==> src/rtl/catapult_softreg_responder.sv <==
// Soft-register responder: small host-visible register file with a
// 2-entry read-response FIFO, ID/scratch/ctrl/status and two counters.
module catapult_softreg_responder #(
    parameter int SOFTREG_ADDR_WIDTH = 32,
    parameter int SOFTREG_DATA_WIDTH = 64,
    parameter logic [SOFTREG_DATA_WIDTH-1:0] ID_VALUE = 64'h0000_CA7A_0000_0001
) (
    input  logic                          clock,
    input  logic                          reset,
    input  logic                          io_softreg_req_valid,
    output logic                          io_softreg_req_ready,
    input  logic [SOFTREG_ADDR_WIDTH-1:0] io_softreg_req_bits_addr,
    input  logic [SOFTREG_DATA_WIDTH-1:0] io_softreg_req_bits_wdata,
    input  logic                          io_softreg_req_bits_wr,
    output logic                          io_softreg_resp_valid,
    input  logic                          io_softreg_resp_ready,
    output logic [SOFTREG_DATA_WIDTH-1:0] io_softreg_resp_bits_rdata,
    output logic [SOFTREG_DATA_WIDTH-1:0] ctrl_out,
    input  logic [SOFTREG_DATA_WIDTH-1:0] status_in
);
    localparam int AW = SOFTREG_ADDR_WIDTH;
    localparam int DW = SOFTREG_DATA_WIDTH;

    logic [1:0]    count_q, count_d;
    logic          head_q;
    logic [DW-1:0] fifo_q [2];
    logic [DW-1:0] scratch_q, ctrl_q, cyc_q, reqcnt_q;

    logic          accept, push, pop, wr_acc;
    logic          wr_ptr;
    logic [DW-1:0] rd_data;

    // Ready is forced low while in reset; count_q is cleared asynchronously.
    assign io_softreg_req_ready       = reset && (count_q != 2'd2);
    assign io_softreg_resp_valid      = (count_q != 2'd0);
    assign io_softreg_resp_bits_rdata = io_softreg_resp_valid ? fifo_q[head_q] : '0;
    assign ctrl_out                   = ctrl_q;

    assign accept = io_softreg_req_valid && io_softreg_req_ready;
    assign wr_acc = accept && io_softreg_req_bits_wr;
    assign push   = accept && !io_softreg_req_bits_wr;
    assign pop    = io_softreg_resp_valid && io_softreg_resp_ready;
    assign wr_ptr = head_q ^ count_q[0];

    always_comb begin
        count_d = count_q;
        if (push && !pop) begin
            count_d = count_q + 2'd1;
        end else if (pop && !push) begin
            count_d = count_q - 2'd1;
        end
    end

    always_comb begin
        rd_data = '1;
        case (io_softreg_req_bits_addr)
            AW'(0):  rd_data = ID_VALUE;
            AW'(1):  rd_data = scratch_q;
            AW'(2):  rd_data = ctrl_q;
            AW'(3):  rd_data = status_in;
            AW'(4):  rd_data = cyc_q;
            AW'(5):  rd_data = reqcnt_q;
            default: rd_data = '1;
        endcase
    end

    always_ff @(posedge clock or negedge reset) begin
        if (!reset) begin
            count_q   <= '0;
            head_q    <= 1'b0;
            fifo_q[0] <= '0;
            fifo_q[1] <= '0;
        end else begin
            count_q <= count_d;
            if (pop) begin
                head_q <= ~head_q;
            end
            if (push) begin
                fifo_q[wr_ptr] <= rd_data;
            end
        end
    end

    always_ff @(posedge clock or negedge reset) begin
        if (!reset) begin
            scratch_q <= '0;
            ctrl_q    <= '0;
            cyc_q     <= '0;
            reqcnt_q  <= '0;
        end else begin
            if (wr_acc && io_softreg_req_bits_addr == AW'(1)) begin
                scratch_q <= io_softreg_req_bits_wdata;
            end
            if (wr_acc && io_softreg_req_bits_addr == AW'(2)) begin
                ctrl_q <= io_softreg_req_bits_wdata;
            end
            if (wr_acc && io_softreg_req_bits_addr == AW'(4)) begin
                cyc_q <= '0;
            end else begin
                cyc_q <= cyc_q + DW'(1);
            end
            if (accept) begin
                reqcnt_q <= reqcnt_q + DW'(1);
            end
        end
    end
endmodule

==> config.mk <==
export PLATFORM = sky130hd
export DESIGN_NAME = catapult_softreg_responder
export DESIGN_NICKNAME = d
export VERILOG_FILES = /design/src/rtl/catapult_softreg_responder.sv
export SDC_FILE = /design/constraint.sdc
export NUM_CORES = 1
export LEC_CHECK = 0
export CELL_PAD_IN_SITES_DETAIL_PLACEMENT = 0
export CELL_PAD_IN_SITES_GLOBAL_PLACEMENT = 1
export CORE_AREA = 5 5 220 222
export DETAILED_ROUTE_END_ITERATION = 6
export DIE_AREA = 0 0 225 227
export PLACE_DENSITY = 0.81
export SETUP_SLACK_MARGIN = 0.2
export SLEW_MARGIN = 5
export SYNTH_ARGS = -nofsm -noshare
export SYNTH_HDL_FRONTEND = slang
export SYNTH_SLANG_ARGS = --single-unit
export TNS_END_PERCENT = 20
==> constraint.sdc <==
create_clock -name clock -period 3.7 [get_ports clock]
set_input_delay 0.555 -clock clock [delete_from_list [all_inputs] [get_ports clock]]
set_output_delay 0.555 -clock clock [all_outputs]
set_load 0.02 [all_outputs]
==> flow_results.xml <==
<?xml version="1.0" encoding="UTF-8"?>
<metrics>
  <group name="drt">
    <metric name="route.final.wire_length" unit="µm">62900</metric>
    <metric name="dr_total_vias" unit="">15600</metric>
    <metric name="wl_per_cell" unit="µm">23.4</metric>
    <metric name="remaining_drc_errors" unit="">0</metric>
    <metric name="detailed_router_s_first_iteration_violation_count" unit="">1538</metric>
    <metric name="vias_per_instance" unit="">5.80</metric>
    <metric name="ant_nets" unit="">0</metric>
    <metric name="drt_pass1_iterations" unit="">6</metric>
  </group>
  <group name="placed_design">
    <metric name="dp_cells" unit="">2613</metric>
    <metric name="gp_congestion" unit="">0.861</metric>
    <metric name="placement.setup.worst_slack" unit="ps">227</metric>
    <metric name="hpwlAfterDp" unit="µm">45500</metric>
    <metric name="number_of_port_buffers" unit="">294</metric>
  </group>
  <group name="timing">
    <metric name="tightestPinTransition" unit="ps">1130</metric>
    <metric name="timing.final.crit_share" unit="%">85.3</metric>
    <metric name="slew_headroom" unit="%">23.9</metric>
    <metric name="setup_viol_count_final" unit="">0</metric>
    <metric name="rsz0062_at_grt" unit="">no</metric>
    <metric name="slack_of_the_critical_path" unit="ps">542</metric>
    <metric name="finalCriticalPeriod" unit="ps">3160</metric>
    <metric name="setup_tns" unit="ps">0</metric>
    <metric name="max_freq" unit="MHz">317</metric>
    <metric name="final.setup_skew" unit="ps">23.2</metric>
    <metric name="report.final.slew_viol_count" unit="">0</metric>
    <metric name="report.final.hold_viol_count" unit="">0</metric>
  </group>
  <group name="final_layout">
    <metric name="utilization" unit="%">53.7</metric>
    <metric name="num_antenna_cells" unit="">0</metric>
    <metric name="layout_cells_sized_above_1" unit="%">15.7</metric>
    <metric name="area_growth_syn_to_layout" unit="%">26.3</metric>
    <metric name="fin_cells" unit="">2690</metric>
    <metric name="layout.cells.most_common_list" unit="">386 x dfrtp_1, 290 x clkdlybuf4s50_1, 207 x nor2_1</metric>
    <metric name="most_common_cell_after_layout_fill_and_taps_aside" unit="">dfrtp_1</metric>
    <metric name="finish.net_count" unit="">2219</metric>
  </group>
  <group name="power">
    <metric name="p_int" unit="mW">9.60</metric>
    <metric name="netSwitchingFraction" unit="%">31.8</metric>
    <metric name="p_leak" unit="nW">10.3</metric>
    <metric name="power.switching" unit="mW">4.48</metric>
    <metric name="power.density" unit="mW/mm²">568</metric>
    <metric name="vdd_ir_drop_max" unit="V">0.000413</metric>
    <metric name="clockPowerShare" unit="%">31.2</metric>
    <metric name="sequential_power_share" unit="%">37.1</metric>
    <metric name="combinationalPowerShare" unit="%">31.7</metric>
  </group>
  <group name="setup_path">
    <metric name="crit_chain" unit="">buf_12, mux2i_1, nor2_1, clkdlybuf4s50_1</metric>
    <metric name="timing.critical_path.max_delay_family" unit="">buffers and inverters</metric>
    <metric name="cp.buffers_inverters" unit="">2</metric>
    <metric name="crit_fanout" unit="">40</metric>
    <metric name="timing.setup.critical_path_class" unit="">register to output port</metric>
    <metric name="critical_path_cell_with_the_highest_stage_delay" unit="">dfrtp_4</metric>
    <metric name="worstPathArrival" unit="ps">2600</metric>
    <metric name="cpPeakStageDelay" unit="ps">690</metric>
    <metric name="worst_ep_required_time" unit="ps">3140</metric>
    <metric name="cp.depth" unit="">4</metric>
    <metric name="crit_path_end_kind" unit="">output port</metric>
    <metric name="timing.reg2reg.worst_path_depth" unit="">6</metric>
    <metric name="worst_setup_path_start_kind" unit="">register</metric>
  </group>
  <group name="floorplanning">
    <metric name="initial_core_util" unit="%">42.5</metric>
    <metric name="floorplan.io_pins" unit="">295</metric>
    <metric name="fp-row-count" unit="">79</metric>
    <metric name="floorplan.die.height" unit="µm">227</metric>
    <metric name="placeableCoreArea" unit="mm²">0.0462</metric>
    <metric name="die_x" unit="µm">225</metric>
    <metric name="design.die.area" unit="mm²">0.0511</metric>
  </group>
  <group name="cts">
    <metric name="num_cts_buffers" unit="">43</metric>
    <metric name="post_cts_hold_buffer_count" unit="">0</metric>
    <metric name="clock_latency" unit="ps">550</metric>
    <metric name="tritoncts" unit="">yes</metric>
    <metric name="cts-htree-levels" unit="">2</metric>
    <metric name="total_clock_sinks" unit="">387</metric>
    <metric name="postCtsResizedCells" unit="">0</metric>
    <metric name="post_cts.repair.setup_buffers" unit="">0</metric>
    <metric name="cts-root-to-sink-buffers" unit="">3</metric>
    <metric name="clk_pin_slew" unit="ps">60</metric>
    <metric name="clock_tree.root_cell" unit="">clkbuf_16</metric>
  </group>
  <group name="synthesis">
    <metric name="synth_top_flop_cell" unit="">dfrtp_1</metric>
    <metric name="syn_area" unit="mm²">0.0196</metric>
    <metric name="synth_nets" unit="">1965</metric>
    <metric name="post_synth_num_cell_types" unit="">56</metric>
    <metric name="yosys_warnings" unit="">0</metric>
    <metric name="post_synth_edffs" unit="">0</metric>
    <metric name="seq_area_frac_synth" unit="%">49.3</metric>
    <metric name="async_reset_ff_share" unit="%">100</metric>
    <metric name="syn-instance-count" unit="">1797</metric>
    <metric name="yosys_register_bits" unit="">387</metric>
    <metric name="post_synth.cell_area_avg" unit="µm²">10.9</metric>
  </group>
  <group name="worst_hold_path">
    <metric name="hp-class" unit="">primary input to asynchronous set/reset pin</metric>
  </group>
  <group name="global_routing">
    <metric name="antenna_found_initial" unit="">1</metric>
    <metric name="grt_start_max_net_pins" unit="">85</metric>
    <metric name="grt_util_all_layers" unit="%">23.7</metric>
    <metric name="global_route_wire_length_before_repair" unit="µm">94900</metric>
    <metric name="overflow" unit="">0</metric>
    <metric name="vias_in_the_first_global_route" unit="">15500</metric>
  </group>
  <group name="status">
    <metric name="outcome" unit="">finished, final reports clean</metric>
  </group>
  <group name="run">
    <metric name="maxCapViolations" unit="">0</metric>
  </group>
</metrics>
==> logic make-up after synthesis <==
group	share of synthesized area, %
mux	17.0
xor+xnor	4.95
simple gates	13.1
buf+inv	3.20
fa+ha+maj	0.191
flops	49.3
compound gates	12.2
==> worst paths after layout <==
check / slack [ps] / startpoint / endpoint
setup / recovery: 540 / head_q / io_softreg_resp_bits_rdata[24]
hold / removal: 170 / reset / cyc_q[5]
setup reg to reg: 790 / cyc_q[1] / cyc_q[50]
hold reg to reg: 480 / reqcnt_q[63] / reqcnt_q[63]
max in group asynchronous: 1880 / reset / fifo_q[81]
min in group clock: 460 / reset / reqcnt_q[1]
==> registers in the layout, summed over array words and instances, names as in the netlist <==
signal / flops
count_q: 2
scratch_q: 64
fifo_q: 128
cyc_q: 64
reqcnt_q: 64
head_q: 1
ctrl_out: 64
==> cell usage after synthesis (13+ instances only) <==
master | number | area [µm²]
a21oi_1 | 42 | 210
a22oi_1 | 58 | 435
and3_1 | 13 | 81.3
buf_1 | 33 | 124
buf_2 | 13 | 65.1
clkbuf_1 | 88 | 330
dfrtp_1 | 387 | 9680
inv_1 | 25 | 93.8
mux2_2 | 184 | 2070
mux2i_1 | 119 | 1190
nand2_1 | 50 | 188
nand3_1 | 53 | 265
nand4_1 | 51 | 319
nor2_1 | 208 | 781
nor3_1 | 30 | 150
nor4_1 | 37 | 231
o21ai_0 | 16 | 80.1
o22a_1 | 162 | 1420
xnor2_1 | 73 | 639
xor2_1 | 38 | 333
==> power groups by stage <==
stage                     combinational, mW  clock [mW]  sequential [mW]
final                                  4.46        4.39             5.23
after CTS                              4.51        4.45             5.23
after floorplan                        2.51           0             5.13
after global placement                 4.46           0             5.27
after detailed placement               4.49           0             5.31
after global routing                   4.74        4.63             5.30
==> through the flow <==
stage / hold WS (ps) / total power, mW / instance area, µm²
after floorplan: 259 / 7.64 / 19600
after global placement: 471 / 9.72 / 23300
after detailed placement: 477 / 9.80 / 23300
after CTS: 192 / 14.2 / 24800
after global routing: 231 / 14.7 / 24800
final: 167 / 14.1 / 24800
==> layout make-up <==
cell class / instances / area [µm²]
Clock buffer: 62 / 1260
Clock inverter: 15 / 190
Fill cell: 3944 / 21400
Inverter: 26 / 97.6
Multi-Input combinational cell: 1249 / 9380
Sequential cell: 387 / 9690
Tap cell: 607 / 759
Timing Repair Buffer: 344 / 3410
==> worst reg2reg max path: cells and delay by family (launching register included) <==
family,cells,cell delay [ps]
adder cells (fa/ha/maj),1,370
flip-flops,1,470
AND/OR/NAND/NOR,4,1590
multiplexers,1,380
==> layer usage <==
| metal | part of all wire (%) | GRT usage [%] | vias to the layer above |
|---|---|---|---|
| li1 | - | - | 7089 |
| met2 | 46 | 37.0 | 520 |
| met4 | 1.8 | 4.93 | 0 |
| met1 | 45 | 35.2 | 7917 |
| met3 | 7.4 | 4.11 | 79 |
| met5 | 0 | 0 | - |
No activity file was read; power rests on OpenSTA's default activity.
